[config.mk]
export PLATFORM = sky130hd
export DESIGN_NAME = decode_stage_sp
export DESIGN_NICKNAME = d
export VERILOG_FILES = /design/src/rtl/decode_stage_sp.sv
export SDC_FILE = /design/constraint.sdc
export NUM_CORES = 1
export LEC_CHECK = 0
export ABC_AREA = 1
export CORE_ASPECT_RATIO = 2
export CORE_MARGIN = 2
export CORE_UTILIZATION = 25
export CTS_BUF_LIST = sky130_fd_sc_hd__clkbuf_8
export CTS_CLUSTER_DIAMETER = 200
export DETAILED_ROUTE_END_ITERATION = 10
export PLACE_DENSITY = 0.47
export SLEW_MARGIN = 25
export SYNTH_ARGS = -nofsm -noshare
export SYNTH_HDL_FRONTEND = slang
export SYNTH_SLANG_ARGS = --single-unit
[constraint.sdc]
create_clock -name system1000 -period 2.3 [get_ports system1000]
set_clock_uncertainty 0.2 [all_clocks]
set_input_delay 0.46 -clock system1000 [delete_from_list [all_inputs] [get_ports system1000]]
set_output_delay 0.46 -clock system1000 [all_outputs]
set_load 0.01 [all_outputs]
[src/rtl/decode_stage_sp.sv]
// Stack-processor decode stage: owns SP, expands 27-bit instr to 84-bit uop.
// Optional bounds check on push/pop enabled by DECODE_STACK_CHECK_EN.
package decode_sp_pkg;

  typedef struct packed {
    logic [1:0]  ld;
    logic [1:0]  st;
    logic [4:0]  aluop;
    logic [2:0]  jtype;
    logic [1:0]  stk;
    logic [15:0] ldimm;
    logic [15:0] stimm;
    logic [4:0]  ra;
    logic [4:0]  rb;
    logic [4:0]  rd;
    logic [6:0]  staddr;
    logic [6:0]  ldaddr;
    logic        we;
    logic [7:0]  jaddr;
  } uop_t;

  typedef enum logic [1:0] {
    S_RUN,
    S_HALT,
    S_ERR
  } state_t;

endpackage

module decode_stage_sp
  import decode_sp_pkg::*;
#(
  parameter int SP_W    = 7,
  parameter int SP_INIT = 0,
  parameter int SP_MIN  = 0,
  parameter int SP_MAX  = 127
) (
  input  logic            system1000,
  input  logic            system1000_rstn,
  input  logic            in_valid,
  output logic            in_ready,
  input  logic [26:0]     instr,
  input  logic            flush,
  input  logic            sp_wr,
  input  logic [SP_W-1:0] sp_wr_val,
  output logic            out_valid,
  input  logic            out_ready,
  output logic [83:0]     uop,
  output logic [SP_W-1:0] sp,
  output logic            halted,
  output logic            err
);

  localparam logic [SP_W-1:0] SP_ONE =
    {{(SP_W-1){1'b0}}, 1'b1};

  state_t          state_q;
  state_t          state_d;
  logic [SP_W-1:0] sp_q;
  logic [SP_W-1:0] sp_inc;
  logic [SP_W-1:0] sp_dec;
  logic            ov_q;
  uop_t            uop_q;
  uop_t            dec;
  logic [7:0]      op_hot;
  logic            is_push;
  logic            is_pop;
  logic            is_end;
  logic            at_max;
  logic            at_min;
  logic            bad;
  logic            acc;

  assign sp_inc = sp_q + SP_ONE;
  assign sp_dec = sp_q - SP_ONE;
  assign at_max = (sp_q == SP_W'(SP_MAX));
  assign at_min = (sp_q == SP_W'(SP_MIN));

  assign in_ready = (state_q == S_RUN)
                  && (!ov_q || out_ready)
                  && !flush;
  assign acc = in_valid && in_ready;

`ifdef DECODE_STACK_CHECK_EN
  assign bad = (is_push && at_max)
             || (is_pop && at_min);
  assign err = (state_q == S_ERR);
`else
  logic unused_bounds;
  assign unused_bounds = ^{at_max, at_min};
  assign bad = 1'b0;
  assign err = 1'b0;
`endif

  assign op_hot = 8'b1 << instr[26:24];

  always_comb begin
    dec     = '0;
    is_push = 1'b0;
    is_pop  = 1'b0;
    is_end  = 1'b0;
    unique case (1'b1)
      op_hot[0]: begin
        dec.ld    = 2'd3;
        dec.aluop = instr[23:19];
        dec.ra    = instr[18:14];
        dec.rb    = instr[13:9];
        dec.rd    = instr[8:4];
      end
      op_hot[1]: begin
        dec.jtype = instr[23:21];
        dec.jaddr = instr[20:13];
      end
      op_hot[2]: begin
        dec.rd = instr[6:2];
        if (instr[23]) begin
          dec.ld    = 2'd1;
          dec.ldimm = instr[22:7];
        end else begin
          dec.ld     = 2'd2;
          dec.ldaddr = instr[22:16];
        end
      end
      op_hot[3]: begin
        dec.we     = 1'b1;
        dec.staddr = instr[6:0];
        if (instr[23]) begin
          dec.st    = 2'd1;
          dec.stimm = instr[22:7];
        end else begin
          dec.st = 2'd2;
          dec.ra = instr[22:18];
        end
      end
      op_hot[4]: begin
        dec.st     = 2'd2;
        dec.stk    = 2'd1;
        dec.ra     = instr[23:19];
        dec.staddr = sp_inc;
        dec.we     = 1'b1;
        is_push    = 1'b1;
      end
      op_hot[5]: begin
        dec.ld     = 2'd2;
        dec.stk    = 2'd2;
        dec.rd     = instr[23:19];
        dec.ldaddr = sp_q;
        is_pop     = 1'b1;
      end
      op_hot[6]: begin
        dec.jtype = 3'd2;
        is_end    = 1'b1;
      end
      op_hot[7]: ;
      default: ;
    endcase
  end

  always_comb begin
    state_d = state_q;
    case (state_q)
      S_RUN: begin
        if (acc && bad)         state_d = S_ERR;
        else if (acc && is_end) state_d = S_HALT;
      end
      S_HALT: if (flush) state_d = S_RUN;
      S_ERR:  state_d = S_ERR;
      default: state_d = S_RUN;
    endcase
  end

  always_ff @(posedge system1000 or negedge system1000_rstn) begin
    if (!system1000_rstn) state_q <= S_RUN;
    else                  state_q <= state_d;
  end

  // sp_wr wins over the push/pop step; decode already used the old sp
  always_ff @(posedge system1000 or negedge system1000_rstn) begin
    if (!system1000_rstn) begin
      sp_q <= SP_W'(SP_INIT);
    end else if (sp_wr) begin
      sp_q <= sp_wr_val;
    end else if (acc && !bad) begin
      if (is_push)     sp_q <= sp_inc;
      else if (is_pop) sp_q <= sp_dec;
    end
  end

  always_ff @(posedge system1000 or negedge system1000_rstn) begin
    if (!system1000_rstn) begin
      ov_q  <= 1'b0;
      uop_q <= '0;
    end else if (flush) begin
      ov_q  <= 1'b0;
      uop_q <= '0;
    end else if (acc) begin
      ov_q  <= 1'b1;
      uop_q <= dec;
    end else if (out_ready) begin
      ov_q  <= 1'b0;
    end
  end

  assign out_valid = ov_q;
  assign uop       = uop_q;
  assign sp        = sp_q;
  assign halted    = (state_q == S_HALT);

endmodule

==> out/metrics.yaml, run 1 <==
seq_area_frac_synth: 0.537
die_height_um: 191
total_power_mw: 4.01
crit_required_ns: 1.64
setup_tns_ns: 0
drc: 0
cts_max_level: 3
grt_pass1_wl_mm: 24.7
fill_cells: 1821
synth_seq_cells: 94
ys_types: 29
rrSetupSlack_ns: 0.47
cpPeakStageDelay_ns: 0.61
finalSetupViolCount: 0
drive_gt1_frac: 0.104
run_status: "complete, no violations"
final_cell_area_um2: 6520
antenna_found_initial: 0
r2r-start: "sp[0]"
grt_util_all_layers: 0.173
seqCellArea_um2: 2350
clk_latency_ns: 0.36
clockBufferDepth: 2
cp-end-kind: "output pin"
tightest_slew_ns: 0.566
wl_per_cell_um: 17.1
cp_max_fo: 8
fmax_mhz: 456
final_common_cell: "nand2_1"
final_cell_mix: "nand2_1 (236), clkdlybuf4s50_1 (131), dfrtp_1 (92), nand3_1 (50), buf_4 (45)"
grt_overflow: 0
coreArea_um2: 17200
min_to: "uop[54]"
clock_sinks: 94
drt_iter0_markers: 172
syn_nets: 598
die_area_um2: 18700
min_path_type: "reg2reg"
dp_hpwl_mm: 12.8
dpl_cell_area_um2: 6230
max-vdd-ir-drop_mv: 0.347
timing.hold.ws_ns: 0.284
path_clk_slew_ns: 0.09
grt_pass1_vias: 4330
worst_setup_path_start_kind: "flop"
start_util: 0.255
critPathTopFamily: "buffers and inverters"
netlist_instances: 556
die_x_um: 97.6
final_net_count: 766
cts_tree: "done"
min-delay-start: "uop[54]"
post-cts-setup-buffers: 0
first_pass_iters: 5
r2r_cells: 7
slew_violations: 0
area_delta_synth_final_pct: 48.8
worst-path-buf-inv: 1
cts_buffers: 9
min_path_cells: 2
cts-root-buf: "clkbuf_8"
multi_input_area_um2: 1730
arrival_ns: 1.53
drtAntennaViolNets: 0
crit_path_cell_trace: "clkdlybuf4s50_1"
avgSynthCellArea_um2: 7.88
wirelength_mm: 16.1
period_share: 0.954
rows: 68
viasPerCell: 4.61
path_class: "reg2out"
p_per_area_nw_per_um2: 615
place.gp.congestion: 0.862
timing.rr.end: "uop[20]"
timing.final.hold_violations: 0
io_pins: 135
post-place-ws_ns: -0.0574
io_buffer_count: 133
total_leakage_power_nw: 3.17
setup_ws_ns: 0.105
grt_max_degree: 43
yosysWarnings: 0
crit_slowest_cell: "clkdlybuf4s50_1"
cap_viol_max_count: 0
syn-cell-area_um2: 4380
num_vias: 4327
period_minus_slack_ns: 2.19
antennaDiodeCount: 0
slew_headroom: 0.623
rsz0062_at_grt: "false"
## logic make-up after synthesis
| logic type | after synthesis | share of synthesized area |
|---|---|---|
| AOI/OAI and AO/OA | 63 | 0.0811 |
| adders and majority gates | 2 | 0.00571 |
| buffers and inverters | 69 | 0.0685 |
| DFF | 94 | 0.537 |
| other | 1 | 0.000856 |
| and+or+nand+nor | 327 | 0.307 |
## final cells by class
type,instances,share of cell area
sequential,94,0.361
multi-input combinational,393,0.265
timing repair buffer,181,0.265
tap,210,0.0403
inverter,45,0.0259
clock buffer,10,0.0211
clock inverter,6,0.0211
## synth_stat cells
library cell  count  area (um2)
nor3_2            1        10.0
inv_1            39         146
nor2_2            1        6.26
a21oi_1           3        15.0
o21ai_0          21         105
nand4_4           1        21.3
o21ai_1          23         115
nor3_1            1        5.00
nand3_1          50         250
o31ai_1           1        7.51
buf_2             9        45.0
clkinv_1          1        3.75
nand3b_1          2        15.0
inv_2             5        18.8
nor2_4            1        11.3
nand4_1           4        25.0
nand2_1         236         886
ha_1              2        25.0
clkbuf_1          9        33.8
buf_6             2        22.5
a22oi_1           1        7.51
o211ai_1         12        90.1
dfrtp_1          94        2350
o221ai_1          1        8.76
conb_1            1        3.75
buf_4             4        30.0
nor2_1           29         109
nand2_2           1        6.26
o22ai_1           1        6.26
## metrics by stage
step / util / cells
floorplan: - / 556
global placement: 0.363 / 922
detailed placement: 0.363 / 922
CTS: 0.379 / 939
global route: 0.379 / 939
finish: 0.379 / 939
## what timing repair did
item	4_1_cts	5_1_grt
pin swaps	0	0
gates resized for setup	1	2
hold buffers	1	0
hold endpoints to repair	39	0
setup endpoints to repair	1	2
## metal layers
layer / track usage / routed length, um
met4: 0.0678 / 529
met5: 0 / 0
met2: 0.344 / 9240
met1: 0.180 / 5700
met3: 0.0216 / 588
## state kept, by name, summed over array words and instances, names as in the netlist
| register | count |
|---|---|
| out_valid | 1 |
| uop | 84 |
| sp | 7 |
| state_q | 2 |
## power breakdown
| group | internal [mW] | switching [mW] |
|---|---|---|
| clock | 0.870 | 0.616 |
| combinational | 0.321 | 0.403 |
| sequential | 1.71 | 0.0859 |
| total | 2.90 | 1.11 |
## worst max path at each step
stage | from | endpoint | cells after the start
2_1_floorplan | sp[0] | sp[2] | 10
3_3_place_gp | out_ready | in_ready | 6
3_5_place_dp | out_ready | uop[56] | 10
4_1_cts | sp[4] | sp[4] | 1
5_1_grt | state_q[0] | halted | 3
6_report | sp[5] | sp[5] | 1
Note: power is estimated with default switching activity, not from simulation.
==> run 2, diff against run 1 <==
--- a/config.mk
+++ b/config.mk
@@ -8,11 +8,11 @@
 export ABC_AREA = 1
 export CORE_ASPECT_RATIO = 2
 export CORE_MARGIN = 2
-export CORE_UTILIZATION = 25
+export CORE_UTILIZATION = 40
 export CTS_BUF_LIST = sky130_fd_sc_hd__clkbuf_8
 export CTS_CLUSTER_DIAMETER = 200
 export DETAILED_ROUTE_END_ITERATION = 10
-export PLACE_DENSITY = 0.47
+export PLACE_DENSITY = 0.69
 export SLEW_MARGIN = 25
 export SYNTH_ARGS = -nofsm -noshare
 export SYNTH_HDL_FRONTEND = slang
==> run 2 against run 1 <==
Register-to-register slack about the same. Total power shrank 11%. First-iteration DRC count up 97%. Count of clock-buffer cells in the layout is 1 lower. Setup slack worse by 0.021 ns. Fmax fell by 0.96%. Die area is 36% lower. Clock power down 30%. Routed wire length decreased by 7.4%. Non-clock buffer count is 10 higher. Global-route usage increased by 9.1 points. Sequential cell count unchanged. Critical path type unchanged.
==> out/metrics.yaml, run 2 (synthesis results as in run 1) <==
total_power_mw: 3.58  # -11%
arrival_ns: 1.56  # +0.03 ns
grt_util_all_layers: 0.264  # +0.0906
p_per_area_nw_per_um2: 556  # -9.7%
worst_setup_path_start_kind: "flop"
die_x_um: 78.0  # -20%
rows: 54  # -21%
period_share: 0.964  # +0.00927
drtAntennaViolNets: 0  # unchanged
cap_viol_max_count: 0  # unchanged
cp_max_fo: 8  # unchanged
clockBufferDepth: 2  # unchanged
crit_slowest_cell: "clkdlybuf4s50_1"
die_height_um: 152  # -21%
min-delay-start: "state_q[0]"
cts_max_level: 3  # unchanged
crit_required_ns: 1.64  # about the same
drt_iter0_markers: 338  # +97%
dpl_cell_area_um2: 6260  # +0.40%
max-vdd-ir-drop_mv: 0.387  # +11%
area_delta_synth_final_pct: 47.1
crit_path_cell_trace: "clkdlybuf4s50_1"
cts_buffers: 9  # unchanged
critPathTopFamily: "buffers and inverters"
antennaDiodeCount: 0  # unchanged
tightest_slew_ns: 0.501  # -0.0650 ns
min_path_cells: 1  # -1
drive_gt1_frac: 0.112  # +0.00806
dp_cells: 862  # -6.5%
final_common_cell: "nand2_1"
cp-end-kind: "output pin"
finalSetupViolCount: 0  # unchanged
path_class: "reg2out"
first_pass_iters: 5  # unchanged
die_area_um2: 11900  # -36%
slew_headroom: 0.666  # +0.0433
highest_layer: "met4"
fill_cells: 1021  # -44%
total_leakage_power_nw: 3.19  # +0.52%
met2WireLength_mm: 8.25  # -11%
r2r_cells: 7  # unchanged
worst-path-buf-inv: 1  # unchanged
clk_latency_ns: 0.38  # +0.02 ns
cts_tree: "done"
io_buffer_count: 133  # unchanged
final_cell_mix: "nand2_1 (236), clkdlybuf4s50_1 (131), dfrtp_1 (94), buf_4 (52), nand3_1 (50)"
timing.rr.end: "uop[20]"
min_to: "state_q[1]"
timing.final.hold_violations: 0  # unchanged
period_minus_slack_ns: 2.22  # +0.0213 ns
final_net_count: 776  # +1.3%
rrSetupSlack_ns: 0.46  # about the same
met3WireLength_um: 620  # +5.4%
drc: 0  # unchanged
wl_met1_mm: 5.20  # -8.7%
setup_tns_ns: 0  # unchanged
num_vias: 4470  # +3.3%
cts-root-buf: "clkbuf_8"
place.gp.congestion: 0.898  # +4.2%
slew_violations: 0  # unchanged
min_path_type: "reg2reg"
rsz0062_at_grt: "false"
wirelength_mm: 14.9  # -7.4%
grt_pass1_wl_mm: 24.0  # -3.1%
seqCellArea_um2: 2350  # -0.11%
largest_register_ffs: 84  # unchanged
viasPerCell: 5.09  # +10%
r2r-start: "sp[0]"
final_cell_area_um2: 6450  # -1.1%
run_status: "complete, no violations"
grt_overflow: 0  # unchanged
clock_sinks: 94  # unchanged
coreArea_um2: 10800  # -37%
path_clk_slew_ns: 0.10  # about the same
stdcell_count: 879  # -6.4%
start_util: 0.405  # +0.150
antenna_found_initial: 0  # unchanged
grt_pass1_vias: 4598  # +6.2%
fmax_mhz: 451  # -0.96%
wl_per_cell_um: 16.9  # -1.1%
multi_input_area_um2: 1730  # unchanged
grt_max_degree: 65  # +51%
io_pins: 135  # unchanged
cpPeakStageDelay_ns: 0.61  # about the same
dp_hpwl_mm: 11.6  # -8.9%
## run 2: changes by cell type in the layout (fill, tap and decap cells not counted), sizes merged
cell      change
buf          +10
bufinv        -4
clkbuf        -1
clkinv        +1
clkinvlp      +2
inv           +2
## run 2: how the worst max path moves through the flow
| stage | start | end | slack [ns] | cells after the start |
|---|---|---|---|---|
| after global placement | instr[25] | uop[20] | -0.09 | 8 |
| after detailed placement | instr[24] | uop[20] | -0.08 | 8 |
| after CTS | state_q[0] | halted | 0.06 | 3 |
| after global routing | state_q[0] | halted | 0.02 | 3 |
| final | sp[5] | sp[5] | 0.08 | 1 |
| after floorplan | sp[0] | sp[2] | 0.54 | 10 |
## run 2: layout make-up
| type | count | area share |
|---|---|---|
| clock buffer | 9 | 0.0192 |
| clock inverter | 7 | 0.00873 |
| inverter | 45 | 0.0262 |
| multi-input combinational | 393 | 0.268 |
| sequential | 94 | 0.365 |
| tap | 140 | 0.0272 |
| timing repair buffer | 191 | 0.286 |
## run 2: layer usage
metal / vias to the layer above / GRT usage
met5: - / 0
met4: 0 / 0.154
met3: 49 / 0.0362
met2: 181 / 0.484
met1: 2116 / 0.278
li1: 2124 / -
## run 2: what timing repair did
| action | CTS | global route |
|---|---|---|
| endpoints found under the setup margin | 1 | 0 |
| hold buffers | 1 | 0 |
| hold endpoints to repair | 32 | 0 |
| buffers inserted | 0 | 0 |
| resized for setup | 1 | 0 |
## run 2: through the flow
stage | utilization | hold WS, ns | setup slack (ns)
floorplan | - | -0.0356 | 0.543
global placement | 0.579 | 0.251 | -0.0861
detailed placement | 0.579 | 0.256 | -0.0793
CTS | 0.596 | 0.281 | 0.0640
global route | 0.596 | 0.317 | 0.0186
finish | 0.596 | 0.275 | 0.0839
## run 2: power breakdown
| group | switching [mW] | leakage [nW] | internal [mW] | total (mW) |
|---|---|---|---|---|
| logic | 0.429 | 1.81 | 0.344 | 0.773 |
| clock network | 0.631 | 0.0896 | 0.406 | 1.04 |
| registers | 0.0611 | 1.29 | 1.71 | 1.77 |
